[config.mk]
export PLATFORM = sky130hd
export DESIGN_NAME = exe_div_ctrl_flat
export DESIGN_NICKNAME = d
export VERILOG_FILES = /design/src/rtl/exe_div_ctrl_if.sv /design/src/rtl/exe_div_ctrl.sv /design/src/flat_wrapper.sv
export SDC_FILE = /design/constraint.sdc
export NUM_CORES = 1
export LEC_CHECK = 0
export CAP_MARGIN = 20
export CORE_ASPECT_RATIO = 0.7
export CORE_MARGIN = 10
export CORE_UTILIZATION = 57
export DETAILED_ROUTE_END_ITERATION = 8
export GPL_TIMING_DRIVEN = 0
export PLACE_DENSITY = 0.81
export SLEW_MARGIN = 5
export SYNTH_ARGS = -nofsm -noshare
export SYNTH_HDL_FRONTEND = slang
export SYNTH_SLANG_ARGS = --single-unit
[constraint.sdc]
create_clock -name clk -period 3.61 [get_ports clk]
set_input_delay 0.9025 -clock clk [delete_from_list [all_inputs] [get_ports clk]]
set_output_delay 0.9025 -clock clk [all_outputs]
set_load 0.005 [all_outputs]
[src/rtl/exe_div_ctrl_if.sv]
// Request/result handshake bundle between the EXE issue logic and the iterative divider.
interface exe_div_ctrl_if;
   logic        req_valid;
   logic        req_ready;
   logic [3:0]  req_op;
   logic [31:0] req_src1;
   logic [31:0] req_src2;
   logic [4:0]  req_dest;
   logic        res_valid;
   logic        res_ready;
   logic [31:0] res_data;
   logic [4:0]  res_dest;

   modport master (
      output req_valid, req_op, req_src1, req_src2, req_dest, res_ready,
      input  req_ready, res_valid, res_data, res_dest
   );

   modport slave (
      input  req_valid, req_op, req_src1, req_src2, req_dest, res_ready,
      output req_ready, res_valid, res_data, res_dest
   );
endinterface

[src/rtl/exe_div_ctrl.sv]
// Iterative radix-2 restoring divider for div.w/mod.w/div.wu/mod.wu with
// sign fix-up, result hold, in-flight destination export and flush abort.
module exe_div_ctrl (
   input  logic            clk,
   input  logic            resetn,
   input  logic            flush,
   exe_div_ctrl_if.slave   div_if,
   output logic            busy,
   output logic [4:0]      busy_dest
);
   typedef enum logic [1:0] {IDLE, CALC, FIX, DONE} state_t;

   state_t      state_q, state_d;
   logic [3:0]  op_q, op_d;
   logic [4:0]  dest_q, dest_d;
   logic        s1_q, s1_d;
   logic        s2_q, s2_d;
   logic [31:0] dvd_q, dvd_d;
   logic [31:0] dvs_q, dvs_d;
   logic [31:0] rem_q, rem_d;
   logic [4:0]  cnt_q, cnt_d;
   logic [31:0] res_data_q, res_data_d;

   logic        op_onehot;
   logic        is_signed;
   logic [32:0] shifted;
   logic [32:0] diff;
   logic [31:0] q_fix;
   logic [31:0] r_fix;

   always_ff @(posedge clk) begin
      if (!resetn) begin
         state_q    <= IDLE;
         op_q       <= '0;
         dest_q     <= '0;
         s1_q       <= 1'b0;
         s2_q       <= 1'b0;
         dvd_q      <= '0;
         dvs_q      <= '0;
         rem_q      <= '0;
         cnt_q      <= '0;
         res_data_q <= '0;
      end else begin
         state_q    <= state_d;
         op_q       <= op_d;
         dest_q     <= dest_d;
         s1_q       <= s1_d;
         s2_q       <= s2_d;
         dvd_q      <= dvd_d;
         dvs_q      <= dvs_d;
         rem_q      <= rem_d;
         cnt_q      <= cnt_d;
         res_data_q <= res_data_d;
      end
   end

   always_comb begin
      state_d    = state_q;
      op_d       = op_q;
      dest_d     = dest_q;
      s1_d       = s1_q;
      s2_d       = s2_q;
      dvd_d      = dvd_q;
      dvs_d      = dvs_q;
      rem_d      = rem_q;
      cnt_d      = cnt_q;
      res_data_d = res_data_q;

      op_onehot = (div_if.req_op != '0) && ((div_if.req_op & (div_if.req_op - 4'd1)) == '0);
      is_signed = div_if.req_op[3] | div_if.req_op[2];

      // rem < divisor holds between steps, so bit 32 of the shifted value is
      // always clear and the 33-bit difference's sign bit decides the step.
      shifted = {rem_q, dvd_q[31]};
      diff    = shifted - {1'b0, dvs_q};

      q_fix = (s1_q ^ s2_q) ? (~dvd_q + 32'd1) : dvd_q;
      r_fix = s1_q ? (~rem_q + 32'd1) : rem_q;

      unique case (state_q)
         IDLE: begin
            if (div_if.req_valid && op_onehot && !flush) begin
               op_d   = div_if.req_op;
               dest_d = div_if.req_dest;
               s1_d   = is_signed & div_if.req_src1[31];
               s2_d   = is_signed & div_if.req_src2[31];
               dvd_d  = (is_signed & div_if.req_src1[31]) ? (~div_if.req_src1 + 32'd1) : div_if.req_src1;
               dvs_d  = (is_signed & div_if.req_src2[31]) ? (~div_if.req_src2 + 32'd1) : div_if.req_src2;
               rem_d  = '0;
               cnt_d  = '0;
               state_d = CALC;
            end
         end
         CALC: begin
            rem_d = diff[32] ? shifted[31:0] : diff[31:0];
            dvd_d = {dvd_q[30:0], ~diff[32]};
            cnt_d = cnt_q + 5'd1;
            if (cnt_q == 5'd31) state_d = FIX;
         end
         FIX: begin
            res_data_d = (op_q[3] | op_q[1]) ? q_fix : r_fix;
            state_d    = DONE;
         end
         DONE: begin
            if (div_if.res_ready) state_d = IDLE;
         end
         default: state_d = IDLE;
      endcase

      if (flush) state_d = IDLE;
   end

   assign div_if.req_ready = (state_q == IDLE);
   assign div_if.res_valid = (state_q == DONE);
   assign div_if.res_data  = res_data_q;
   assign div_if.res_dest  = dest_q;
   assign busy             = (state_q != IDLE);
   assign busy_dest        = (state_q != IDLE) ? dest_q : '0;
endmodule

[src/flat_wrapper.sv]
// flat-port wrapper written by rule: the top's interface ports become plain ports
module exe_div_ctrl_flat 
  (clk, resetn, flush, busy, busy_dest, div_if_req_valid, div_if_req_op, div_if_req_src1, div_if_req_src2, div_if_req_dest, div_if_res_ready, div_if_req_ready, div_if_res_valid, div_if_res_data, div_if_res_dest);
  exe_div_ctrl_if div_if_i ();
  input  logic clk;
  input  logic resetn;
  input  logic flush;
  output logic busy;
  output logic [4:0] busy_dest;
  input wire logic [$bits(div_if_i.req_valid)-1:0] div_if_req_valid;
  input wire logic [$bits(div_if_i.req_op)-1:0] div_if_req_op;
  input wire logic [$bits(div_if_i.req_src1)-1:0] div_if_req_src1;
  input wire logic [$bits(div_if_i.req_src2)-1:0] div_if_req_src2;
  input wire logic [$bits(div_if_i.req_dest)-1:0] div_if_req_dest;
  input wire logic [$bits(div_if_i.res_ready)-1:0] div_if_res_ready;
  output wire logic [$bits(div_if_i.req_ready)-1:0] div_if_req_ready;
  output wire logic [$bits(div_if_i.res_valid)-1:0] div_if_res_valid;
  output wire logic [$bits(div_if_i.res_data)-1:0] div_if_res_data;
  output wire logic [$bits(div_if_i.res_dest)-1:0] div_if_res_dest;
  assign div_if_i.req_valid = div_if_req_valid;
  assign div_if_i.req_op = div_if_req_op;
  assign div_if_i.req_src1 = div_if_req_src1;
  assign div_if_i.req_src2 = div_if_req_src2;
  assign div_if_i.req_dest = div_if_req_dest;
  assign div_if_i.res_ready = div_if_res_ready;
  assign div_if_req_ready = div_if_i.req_ready;
  assign div_if_res_valid = div_if_i.res_valid;
  assign div_if_res_data = div_if_i.res_data;
  assign div_if_res_dest = div_if_i.res_dest;
  exe_div_ctrl u_core (.clk(clk), .resetn(resetn), .flush(flush), .div_if(div_if_i), .busy(busy), .busy_dest(busy_dest));
endmodule
==> summary.txt, run 1 <==
Outcome
  • Status: finished clean

Cells and area
  • Layout Nets: approximately 1,600
  • Layout cells sized above 1: 0.0590
  • Commonest non-fill, non-tap cell in the layout: nand2_1
  • P&R area growth vs syn: 22.9%
  • Filler-free cell count of the finished design: 1,689
  • # diodes: 0
  • Fill cells: 1,370
  • Commonest non-fill, non-tap cells in the layout: nand2_1, dfxtp_1, nor2_1, clkdlybuf4s50_1, a21oi_1
  • Final Util: 0.718
  • Design area: 0.0124 mm²

Synth
  • Post-Syn Area: 0.0101 mm²
  • Syn_nets: 1,418
  • Top cell type by total area after synthesis: dfxtp_1
  • Asr flop ratio synth: 0
  • Unique masters post-synth: between 60 and 70
  • Top FF cell, synth: dfxtp_1
  • Top-area cell type share of the netlist area: 0.286
  • Yosys reg bits: 144
  • Area contributors post-synth: dfxtp_1, xnor2_1, xor2_1
  • Ys Warns: 0
  • Sequential share of the synthesized area: 0.286
  • Avg Synthesized Cell Area: approximately 7.8 µm²
  • Cell count after synthesis: 1,297
  • Number of flops mapped to enable cells by yosys: 0

Power and ir drop
  • VDD IR max: 0.264 mV
  • Pwr/cell area: 364 mW/mm²
  • Total Power: 4.51 mW
  • Leak: 4.97 nW

Floorplan
  • Number of top-level pins: around 120
  • Initial Utilization: 0.584
  • Die width: between 150 and 200 µm
  • Core area: 0.0173 mm²
  • Chip Height: 131 µm
  • # rows: 40
  • Full die area: 0.0235 mm²

Detailed routing
  • Drt drc: 0
  • DRT antenna net count: 0
  • Routed wire length per instance: 19.3 µm
  • Total routed wirelength: 32,600 µm
  • Pre-antenna DRT Iters: 7
  • Routed via count: 10,600
  • Via-per-instance ratio: 6.28
  • Initial DRC Count: 1,448

Placement
  • Inst Count DP: roughly 1,700
  • Final GP Congestion: 0.963
  • Placed instance area: 0.0116 mm²
  • Port Buffers: ~120
  • Detail Placement HPWL: 25,300 µm
  • Pre-CTS setup slack: -0.379 ns

Setup path
  • Critical Path AT: approximately 3.9 ns
  • Crit path buf inv count: 4
  • Critical-path maximum fanout: 4
  • Startpoint types: flip-flop
  • Slowest Stage Delay on Critical Path: 0.42 ns
  • Cell family with most CP delay: compound AO/OA/AOI/OAI gates
  • CP most frequent cell: buf_4
  • Worst endpoint required time: about 4.0 ns
  • Critical path, cell by cell: inv_1 > ha_1 > fa_1 > nand2b_1 > a21oi_2 > o211ai_1 > a311oi_2 > buf_4 > o31ai_4 > o311ai_4 > clkdlybuf4s15_2 > buf_4 > mux2i_1 > a22o_1
  • Slowest CP cell: fa_1
  • Critical path type: flip-flop to flip-flop
  • Setup crit end kind: flip-flop

STA
  • Hold WS: roughly 0.46 ns
  • Hold Vio Cnt, Final: 0
  • Final setup skew: 0.0130 ns
  • Fin Setup TNS: 0 ns
  • Final setup fails: 0
  • Max Slew Vio Count: 0
  • Final worst path period need: approximately 3.6 ns
  • Slew margin rel.: 0.372
  • Worst-Margin Slew: approximately 0.94 ns
  • Final setup margin: 0.0474 ns
  • FMAX: 0.281 GHz
  • Final period utilization: 0.987

Global route
  • First-pass GRT wire length: 50,600 µm
  • Initial antenna violation count: 0
  • Largest net degree at the start of global routing: 17
  • Gr ovfl total: 0
  • Vias in the first global route: ~9,600
  • Global Route Usage Sum: 0.263

Clocking
  • Worst-path clk slew: 0.07 ns
  • Post-CTS Hold Buffers: 0
  • Number of buffers created by CTS: 17
  • H-tree level count: 4
  • Longest Clk Path Bufs: 2
  • CTS sink cnt: 144
  • CTS root buf: clkbuf_16
  • CTS tree: built
  • Clock Latency Late Sink: 0.44 ns

Min path
  • Worst Hold Class: flip-flop to flip-flop

Flow run
  • Maxcap violations: 0
worst paths after layout:
| kind | from | to | slack (ns) | cells past startpoint |
|---|---|---|---|---|
| worst max-delay path | u_core.dvd_q[31] | u_core.rem_q[1] | 0.05 | 14 |
| worst min-delay path | u_core.dvs_q[31] | u_core.dvs_q[31] | 0.46 | 2 |
| worst max register to register | u_core.dvd_q[31] | u_core.rem_q[1] | 0.05 | 14 |
| worst min register to register | u_core.dvs_q[31] | u_core.dvs_q[31] | 0.46 | 2 |
flip-flops by register name, indices dropped and copies added (netlist names):
name and count:
u_core.div_if.res_data 32, u_core.dvd_q 32, u_core.dvs_q 32, u_core.rem_q 32, u_core.cnt_q 5, u_core.div_if.res_dest 5
u_core.op_q 2, u_core.state_q 2, u_core.s1_q 1, u_core.s2_q 1
worst min-delay path, delay by kind of cell, from the launching register on:
family             cells  cell delay [ns]
DFF                    1             0.31
and+or+nand+nor        1             0.05
AOI/OAI and AO/OA      1             0.05
cell families (layout without fill, tap and decap cells):
group | count (synthesis) | after routing | share of synthesized area
XOR/XNOR | 145 | 145 | 0.126
AND/OR/NAND/NOR | 406 | 406 | 0.185
flip-flops | 144 | 144 | 0.286
multiplexers | 32 | 32 | 0.0318
AO/OA/AOI/OAI | 390 | 390 | 0.264
buffers and inverters | 137 | 298 | 0.0530
adder cells (fa/ha/maj) | 43 | 43 | 0.0541
timing repair:
action	in CTS	in global routing
resized for setup	8	30
pin swaps	1	4
gates cloned	0	1
setup endpoints to repair	31	65
buffers inserted	0	7
cell usage after synthesis, types with 6 or more instances:
library cell,n
ha_1,42
a31oi_1,9
a21o_1,15
buf_2,10
a22oi_1,16
a21boi_0,6
o31ai_1,23
nor2_1,122
nand2_1,153
a311oi_1,6
o41ai_1,9
nand2b_1,10
and3_1,10
nor2b_1,12
or3_1,11
a222oi_1,18
o21ai_0,53
inv_1,58
xnor2_1,77
o211a_1,28
or4_1,15
o211ai_1,10
nand3_1,17
nor3_1,22
a21oi_1,108
dfxtp_1,144
clkbuf_1,65
nor4_1,9
xor2_1,68
o21ai_1,30
a211oi_1,25
mux2i_1,32
layout make-up:
class,instances,area (µm²),share of cell area
clock inverters,14,166,0.0134
plain buffers,76,337,0.0272
well taps,231,289,0.0233
repair buffers,130,1280,0.104
multi-input cells,1016,6760,0.546
inverters,60,225,0.0182
flip-flops and latches,144,2890,0.233
clock buffers,18,439,0.0354
routing by layer:
metal	GRT usage	vias to the layer above	routed length, µm
met5	0	-	0
met4	0.0641	0	550
met3	0.0767	51	4220
met2	0.352	640	13100
met1	0.396	4958	14700
li1	-	4956	-
report_power, final:
| part | internal [mW] | total, mW | leakage [nW] | switching (mW) |
|---|---|---|---|---|
| clock | 1.06 | 1.86 | 0.294 | 0.800 |
| combinational | 0.447 | 1.00 | 3.51 | 0.556 |
| sequential | 1.62 | 1.65 | 1.16 | 0.0298 |
| total | 3.13 | 4.51 | 4.97 | 1.39 |
No activity file was read; power rests on OpenSTA's default activity.
==> run 2: changes to the inputs <==
--- a/config.mk
+++ b/config.mk
@@ -10,7 +10,9 @@
 export CORE_MARGIN = 10
 export CORE_UTILIZATION = 57
 export DETAILED_ROUTE_END_ITERATION = 8
+export GPL_ROUTABILITY_DRIVEN = 0
 export GPL_TIMING_DRIVEN = 0
+export MAX_ROUTING_LAYER = met4
 export PLACE_DENSITY = 0.81
 export SLEW_MARGIN = 5
 export SYNTH_ARGS = -nofsm -noshare
==> run 2 against run 1 <==
Compared with the run above:
- setup slack better by 0.087 ns
- cell area down 0.66%
- sequential power about the same
- power down 3.6%
- critical path depth unchanged
- die area unchanged
- flip-flop and latch count unchanged
- critical endpoint is now u_core.rem_q[12]
- largest cell class unchanged
- largest power group unchanged
==> summary.txt, run 2 (same netlist as run 1, synthesis figures left out) <==
Cells and area
  • Layout cells sized above 1: 0.0549
  • Design area: 0.0123 mm²
  • Multi-input gate area: 0.00675 mm²
  • Seq. cell area: 0.00288 mm²
  • Final Util: 0.713
  • # diodes: 0
  • Commonest non-fill, non-tap cells in the layout: nand2_1, dfxtp_1, clkdlybuf4s50_1
  • Layout Nets: 1,565
  • Commonest non-fill, non-tap cell in the layout: nand2_1
  • Fill cells: 1,405
  • P&R area growth vs syn: 22.1%

STA
  • Slew margin rel.: 0.372
  • Final period utilization: 0.963
  • FMAX: about 0.29 GHz
  • Final worst path period need: 3.48 ns
  • Max Slew Vio Count: 0
  • Worst-Margin Slew: ~0.93 ns
  • Final setup fails: 0
  • Final setup skew: 0.00988 ns
  • RSZ-0062 raised after global routing: true
  • Hold Vio Cnt, Final: 0

Floorplan
  • # rows: 40
  • Initial Utilization: 0.584
  • Die width: 179 µm
  • Number of top-level pins: ~120
  • Chip Height: approximately 130 µm
  • Core area: 0.0173 mm²
  • Full die area: 0.0235 mm²

Outcome
  • Status: finished clean

Global route
  • Global Route Usage Sum: 0.269
  • Initial antenna violation count: 0
  • Vias in the first global route: about 9,700
  • Largest net degree at the start of global routing: 17
  • First-pass GRT wire length: 50,400 µm
  • Gr ovfl total: 0

Detailed routing
  • Drt drc: 0
  • Routed via count: around 11,000
  • Via-per-instance ratio: 6.25
  • Routed wire length per instance: about 19 µm
  • Pre-antenna DRT Iters: 7
  • Initial DRC Count: 1,292
  • Total routed wirelength: 32,300 µm
  • DRT antenna net count: 0

Power and ir drop
  • Pwr/cell area: 353 mW/mm²
  • Leak: 4.93 nW
  • VDD IR max: 0.250 mV

Clocking
  • Longest Clk Path Bufs: 2
  • H-tree level count: 4
  • Worst-path clk slew: around 0.07 ns
  • Clock Latency Late Sink: 0.44 ns
  • CTS sink cnt: around 140
  • CTS tree: built
  • CTS root buf: clkbuf_16
  • Number of buffers created by CTS: 17

Placement
  • Detail Placement HPWL: 25,100 µm
  • Placed instance area: 0.0116 mm²
  • Port Buffers: approximately 120

Min path
  • Worst Hold Class: flip-flop to flip-flop

Setup path
  • Startpoint types: flip-flop
  • Critical-path maximum fanout: 10
  • Setup crit end kind: flip-flop
  • Critical path type: flip-flop to flip-flop
  • Critical path, cell by cell: inv_1 > ha_1 > clkbuf_1 > and4_1 > and3_1 > o211ai_1 > a311oi_2 > buf_4 > o31ai_4 > o311ai_1 > buf_4 > buf_6 > mux2i_1 > o21ai_0
  • Worst endpoint required time: 3.91 ns
  • Slowest CP cell: dfxtp_1
  • Slowest Stage Delay on Critical Path: 0.33 ns
  • CP most frequent cell: buf_4
  • Critical Path AT: approximately 3.8 ns

Flow run
  • Maxcap violations: 0
==> run 2: changes by cell type in the layout (fill, tap and decap cells not counted), moves of 2 or more <==
cell	delta
bufinv_16	-2
clkbuf_1	+2
dfxtp_1	+2
dfxtp_2	-2
==> run 2: routing by layer <==
metal | up-vias | GRT usage | wire length, µm
met5 | - | - | 0
met4 | 0 | 0.0632 | 547
met3 | 48 | 0.0744 | 3450
met2 | 577 | 0.353 | 13000
met1 | 4980 | 0.393 | 15300
li1 | 4949 | - | -
==> run 2: worst paths after layout <==
path	from	end	slack [ns]	depth (start not counted)
max	u_core.dvs_q[19]	u_core.rem_q[12]	0.13	14
min	u_core.dvs_q[0]	u_core.dvs_q[0]	0.47	2
max reg2reg	u_core.dvs_q[19]	u_core.rem_q[12]	0.13	14
min reg2reg	u_core.dvs_q[0]	u_core.dvs_q[0]	0.47	2
==> run 2: area by class of cell <==
| cell class | instances | share of cell area |
|---|---|---|
| buffer | 77 | 0.0272 |
| clock buffer | 18 | 0.0357 |
| timing repair buffer | 128 | 0.103 |
| inverter | 60 | 0.0183 |
| clock inverter | 14 | 0.00966 |
| sequential | 144 | 0.234 |
| multi-input combinational | 1016 | 0.549 |
| tap | 231 | 0.0235 |
==> run 2: stage by stage <==
step	TNS, ns	instances	power, mW	hold slack (ns)	setup slack, ns
2_1_floorplan	0	1297	2.29	0.436	0.468
3_3_place_gp	-9.01	1650	2.56	0.446	-0.204
3_5_place_dp	-13.74	1650	2.58	0.461	-0.264
4_1_cts	0	1682	4.26	0.476	0.0499
5_1_grt	-0.520	1688	4.49	0.491	-0.0669
6_report	0	1688	4.35	0.473	0.134
==> run 2: critical path, delay by kind of cell (launching register included) <==
family	cells	cell delay, ns
simple gates	2	0.52
fa+ha+maj	1	0.28
buf+inv	5	0.97
mux	1	0.24
flops	1	0.33
compound gates	5	0.99
==> run 2: where the power goes <==
| part | switching (mW) | internal (mW) | leakage [nW] |
|---|---|---|---|
| sequential | 0.0291 | 1.62 | 1.16 |
| combinational | 0.547 | 0.435 | 3.50 |
| clock | 0.799 | 0.919 | 0.270 |
| total | 1.38 | 2.97 | 4.93 |
==> run 2: what timing repair did <==
item | 4_1_cts | 5_1_grt
endpoints found under the setup margin | 29 | 49
hold buffers | 0 | 0
pin swaps | 0 | 2
gates resized for setup | 7 | 25
buffers inserted | 0 | 6
==> run 3: changes to the inputs <==
--- a/config.mk
+++ b/config.mk
@@ -5,6 +5,7 @@
 export SDC_FILE = /design/constraint.sdc
 export NUM_CORES = 1
 export LEC_CHECK = 0
+export ABC_CLOCK_PERIOD_IN_PS = 3610
 export CAP_MARGIN = 20
 export CORE_ASPECT_RATIO = 0.7
 export CORE_MARGIN = 10
==> results of run 3 <==
No change in the layout: final DEF, timing and power equal those of run 2.
